**src/rtl/fetch_unit.sv**
```systemverilog
// LEGv8 instruction-fetch front end: PC register, next-PC selection and exception state.
// Optional macro FETCH_CNT_EN adds a 32-bit fetch_count of sequential/branch PC advances.
module fetch_unit #(
  parameter int unsigned  N          = 64,
  parameter logic [N-1:0] RESET_PC   = '0,
  parameter logic [N-1:0] EXC_VECTOR = N'(64'hD8)
) (
  input  logic         clk,
  input  logic         reset,
  input  logic         stall,
  input  logic         PCSrc,
  input  logic [N-1:0] PCBranch,
  input  logic         Exc,
  input  logic [3:0]   ExcCause,
  input  logic         ERet,
  input  logic [31:0]  instr_rom,
  output logic [5:0]   imem_addr,
  output logic [31:0]  instr,
  output logic [N-1:0] PC,
  output logic         fetch_fault,
  output logic [N-1:0] EPC,
  output logic [3:0]   ECause,
  output logic         in_handler,
`ifdef FETCH_CNT_EN
  output logic [31:0]  fetch_count,
`endif
  output logic         double_fault
);

  logic [N-1:0] r_pc;
  logic [N-1:0] r_epc;
  logic [3:0]   r_ecause;
  logic         r_in_handler;
  logic         r_double_fault;

  logic         w_fault;
  logic         w_exc_take;
  logic         w_eret_take;
  logic [3:0]   w_cause;

  // The ROM holds 64 words, so any PC outside [0, 0xFF] or misaligned is a fetch fault.
  assign w_fault     = (r_pc[1:0] != 2'b00) || (r_pc[N-1:8] != '0);
  assign w_exc_take  = Exc || w_fault;
  assign w_eret_take = ERet && r_in_handler;
  assign w_cause     = w_fault ? 4'h1 : ExcCause;

  assign imem_addr    = r_pc[7:2];
  assign instr        = w_fault ? 32'h0 : instr_rom;
  assign PC           = r_pc;
  assign fetch_fault  = w_fault;
  assign EPC          = r_epc;
  assign ECause       = r_ecause;
  assign in_handler   = r_in_handler;
  assign double_fault = r_double_fault;

  always_ff @(posedge clk) begin
    if (reset) begin
      r_pc           <= RESET_PC;
      r_epc          <= '0;
      r_ecause       <= 4'h0;
      r_in_handler   <= 1'b0;
      r_double_fault <= 1'b0;
    end else begin
      r_double_fault <= 1'b0;
      if (w_exc_take) begin
        r_pc <= EXC_VECTOR;
        // A nested exception keeps the original return state and only flags the double fault.
        if (r_in_handler) begin
          r_double_fault <= 1'b1;
        end else begin
          r_epc        <= r_pc;
          r_ecause     <= w_cause;
          r_in_handler <= 1'b1;
        end
      end else if (w_eret_take) begin
        r_pc         <= r_epc;
        r_in_handler <= 1'b0;
      end else if (!stall) begin
        r_pc <= PCSrc ? PCBranch : r_pc + N'(4);
      end
    end
  end

`ifdef FETCH_CNT_EN
  logic [31:0] r_fetch_count;
  logic        w_advance;

  assign w_advance   = !w_exc_take && !w_eret_take && !stall;
  assign fetch_count = r_fetch_count;

  always_ff @(posedge clk) begin
    if (reset) begin
      r_fetch_count <= 32'h0;
    end else if (w_advance) begin
      r_fetch_count <= r_fetch_count + 32'h1;
    end
  end
`endif

endmodule

```
**config.mk**
```make
export PLATFORM = sky130hd
export DESIGN_NAME = fetch_unit
export DESIGN_NICKNAME = d
export VERILOG_FILES = /design/src/rtl/fetch_unit.sv
export SDC_FILE = /design/constraint.sdc
export NUM_CORES = 1
export LEC_CHECK = 0
export CORE_MARGIN = 3
export CORE_UTILIZATION = 49
export CTS_BUF_LIST = sky130_fd_sc_hd__clkbuf_16
export DETAILED_ROUTE_END_ITERATION = 7
export PLACE_DENSITY_LB_ADDON = 0.05
export SLEW_MARGIN = 20
export SYNTH_ARGS = -nofsm -noshare
export SYNTH_HDL_FRONTEND = slang
export SYNTH_SLANG_ARGS = --single-unit
export TNS_END_PERCENT = 1
```
**constraint.sdc**
```tcl
create_clock -name clk -period 6 [get_ports clk]
set_clock_uncertainty 0.15 [all_clocks]
set_input_delay 1.5 -clock clk [delete_from_list [all_inputs] [get_ports clk]]
set_output_delay 1.5 -clock clk [all_outputs]
set_load 0.02 [all_outputs]
```
After elaboration in Yosys (flattened, before gate mapping)
Index checks and enable logic that the tools add are counted.
{"block": "word_totals", "regBits": 134, "wordCells": 29}
{"block": "op_classes", "n_bitwise": 2, "n_reduce_logical": 9, "n_addsub": 1, "eq_ne": 2, "muxes": 9}
{"cell": "$mux W64", "n": 3}
{"cell": "$add A64 B3 Y64 const B", "n": 1}
{"cell": "$reduce_bool A56 Y1", "n": 1}
{"cell": "$mux W32", "n": 1}
{"cell": "$mux W8", "n": 1}
{"cell": "$mux W4", "n": 1}
{"cell": "$reduce_bool A2 Y1", "n": 2}
{"cell": "$reduce_or A2 Y1", "n": 2}
{"cell": "$mux W1", "n": 3}
{"cell": "$ne A3 B1 Y1 const B", "n": 1}
{"cell": "$logic_or A1 B1 Y1", "n": 2}
{"cell": "$ne A2 B1 Y1 const B", "n": 1}
{"cell": "$not A1 Y1", "n": 2}
{"cell": "$reduce_and A2 Y1", "n": 1}
{"cell": "$logic_and A1 B1 Y1", "n": 1}

Depth between registers and ports, before layout
{"block": "logic_depth", "ltp_word": 5, "depth_mapped": 10}

Least setup slack after synthesis
Ideal clock, no wire load.
{"block": "synth_timing", "path_type": "register -> output", "startpoint": "reg r_pc[42] (netlist: PC[42])", "endpoint": "out instr[10]", "t_arrival_ns": 1.933, "path_buffers": 3, "path_slack_ns": 2.417, "required_time_ns": 4.350, "path_stages_with_launch": 8, "cell_sequence": "dfxtp_1 > buf_2 > nor4_1 > nand4_1 > nor4_2 > buf_2 > clkbuf_1 > and2_1"}
{"block": "synth_between", "elab_chain_cells": 3}
{"element": "start: declaration", "line": "30", "rtl": "logic [N-1:0] r_pc;"}
{"element": "start signal: assignment", "line": "76", "rtl": "r_pc <= r_epc;"}
{"element": "start signal: assignment", "line": "79", "rtl": "r_pc <= PCSrc ? PCBranch : r_pc + N'(4);"}
{"element": "$reduce_bool A56 Y1", "line": "42", "rtl": "assign w_fault = (r_pc[1:0] != 2'b00) || (r_pc[N-1:8] != '0);"}
{"element": "$logic_or A1 B1 Y1", "line": "42"}
{"element": "$mux W32", "line": "48", "rtl": "assign instr = w_fault ? 32'h0 : instr_rom;"}
{"element": "end: declaration", "line": "18", "rtl": "output logic [31:0] instr,"}
No other way between the ends.

Final worst setup path
{"block": "layout_timing", "startpoint": "reg r_pc[8] (netlist: PC[8])", "endpoint": "out instr[17]"}
The elaborated chain is that of the path after synthesis.

==> out/results.txt <==
First-pass DRT Iterations -> 5
hpwl dp -> 18900 µm
worst-margin pin slew -> 1.12 ns
Hold WC Path Type -> reg -> reg
synth warn -> 0
H-Tree Depth -> 4
Worst Slack Setup Final -> 1.27 ns
core area -> 14800 µm²
post-CTS setup buffer count -> 0
fmax -> 212 MHz
Final period util -> 78.8%
placed cells -> 1424
Final min period -> 4.73 ns
post-layout util -> 73.6%
Tot Pwr -> 8.41 mW
CP Capture Type -> primary output
Vias -> 8705
CTS tree -> yes
vias per inst -> 5.97
Worst IR Drop VDD -> 2.35 mV
post-route cell area -> 10900 µm²
Top delay family on crit path -> simple AND/OR/NAND/NOR gates
sequential cell area fraction in the yosys report -> 35.4%
clk sinks -> 134
pin count of the biggest net entering global routing -> 79
initial core utilization -> 51.2%
max-slew violation count -> 0
Max clock buf depth -> 2
final hold vios -> 0
RSZ-0062 raised after global routing -> false
slowest cell on the critical path -> clkdlybuf4s50_1
initial antenna violation count -> 1
PostCTS Resize Cnt -> 0
crit-path max FO -> 38
total of max-cap violations -> 0
setup tns final -> 0 ns
CP bufs+invs -> 2
WS Path Type -> reg -> out
final wirelength -> 28000 µm
FFs w/ async S/R, synth -> 0%
crit path DAT -> 3.08 ns
Num CTS Buffers -> 17
IO Port Bufs -> 278
DR WL/cell -> 19.2 µm
drt drc -> 0
IO Pins -> 279
Critical Path RT -> 4.35 ns
syn_area_per_cell -> 7.17 µm²
root buffer cell -> clkbuf_16
global-route wire length before repair -> 43400 µm
most frequent cells in the layout -> clkdlybuf4s50_1, nand2_1, dfxtp_1, a21oi_1, nor2_1
row cnt -> 44
pwr dens -> 771 nW/µm²
1st-iter DRT viols -> 921
DP Area -> 10200 µm²
final non-filler cell total -> 1457
EDFF count, synth -> 0
GRT Total Usage -> 32.0%
syn nets -> 1164
Routed Antenna Nets -> 0
vias in the first global route -> 8102
clock-pin slew of the registers on the worst-case setup and hold paths -> 0.06 ns
worst hold slack -> 0.308 ns
Synth-to-Final Area Change -> 43.9%
CTS hold repair buffers -> 0
LEAKAGE -> 3.77 nW
Cell Area, Synth -> 7580 µm²
worst skew pair latency -> 0.42 ns
Mapped Cells -> 1057
Layout Nets -> 1366
Filler cells -> 1181
gr ovfl total -> 0
most common library cell in the layout ignoring fill and taps -> clkdlybuf4s50_1
layout cell share with drive strength beyond 1 -> 5.03%
setup violators final -> 0
cells along the critical path -> nor4_1 -> nand4_1 -> nor4_4 -> buf_4 -> and2_1 -> clkdlybuf4s50_1
Critical Path Source Type -> register
max incr delay on CP -> 0.63 ns
synth unique cells -> 53
status -> finished clean
Rel. slew slack -> 24.5%
Placement Setup Slack -> 1.64 ns
Yosys reg bits -> 134
die width -> 130 µm
routability cong. -> 0.920
die area -> 17000 µm²
Top FF cell, synth -> dfxtp_1
die height -> 130 µm
[tightest hold or removal path, stage by stage (launching register included)]
cell and delay, ns:
dfxtp_1 0.31, nand2_1 0.05, a21oi_1 0.05
[report_power, final]
part / internal, mW / leakage [nW] / switching (mW)
registers: 1.08 / 1.08 / 0.342
clock network: 0.774 / 0.313 / 0.408
logic: 2.30 / 2.37 / 3.50
total: 4.16 / 3.77 / 4.25
[cells by family (layout without fill, tap and decap cells)]
logic type | Yosys count | in the layout | share of synthesized area [%]
other cells | 0 | 1 | 0
xor+xnor | 31 | 31 | 3.58
fa+ha+maj | 1 | 1 | 0.165
simple gates | 521 | 521 | 33.3
mux | 7 | 7 | 0.941
compound gates | 240 | 240 | 19.6
buf+inv | 123 | 338 | 7.02
flops | 134 | 134 | 35.4
[synthesized netlist by cell type, drive strengths merged, types with 4 or more instances]
master,n,area [µm²]
clkbuf,71,267
xnor2,18,158
nor3,20,110
buf,40,220
nor4,27,188
nand4,33,213
and3,31,194
nand3,38,190
nor2,88,330
o21ai,23,115
a21oi,129,646
mux2i,6,60.1
nand2,210,788
nand2b,4,25.0
inv,12,45.0
o221ai,11,96.3
o211ai,11,82.6
xor2,13,114
a221oi,24,210
a31oi,13,81.3
a211o,4,35.0
a211oi,6,45.0
and4,10,87.6
dfxtp,134,2680
and2,37,231
or3,10,62.6
[per-layer routing]
layer,share of wire (%),vias to the layer above,track usage [%],wire length (µm)
met1,41,4077,42.7,11400
met4,1.9,0,9.50,534
met2,47,456,50.6,13200
met3,10,39,9.17,2880
li1,-,4133,-,-
met5,0,-,0,0
[cell type report]
type	instances	area [µm²]	area share [%]
timing repair buffer	294	2890	26.5
clock buffer	17	425	3.90
inverter	12	45.0	0.413
sequential	134	2680	24.6
antenna	1	2.50	0.0230
multi-input combinational	800	4390	40.3
clock inverter	15	233	2.14
tap	184	230	2.11
[sequential cells by signal, summed over array words and instances, names as in the netlist, named ones only]
register and cells:
ECause 4, EPC 64, PC 62, double_fault 1, in_handler 1
[final timing paths]
| check | end | start | slack, ns | cells past startpoint |
|---|---|---|---|---|
| worst max-delay path | instr[17] | PC[8]$_SDFFE_PP0P_ | 1.27 | 6 |
| worst min-delay path | ECause[3]$_SDFFE_PP0P_ | ECause[3]$_SDFFE_PP0P_ | 0.31 | 2 |
| worst max register to register | EPC[4]$_SDFFE_PP0P_ | PC[8]$_SDFFE_PP0P_ | 2.46 | 8 |
| worst min register to register | ECause[3]$_SDFFE_PP0P_ | ECause[3]$_SDFFE_PP0P_ | 0.31 | 2 |
Note: power is estimated with default switching activity, not from simulation.
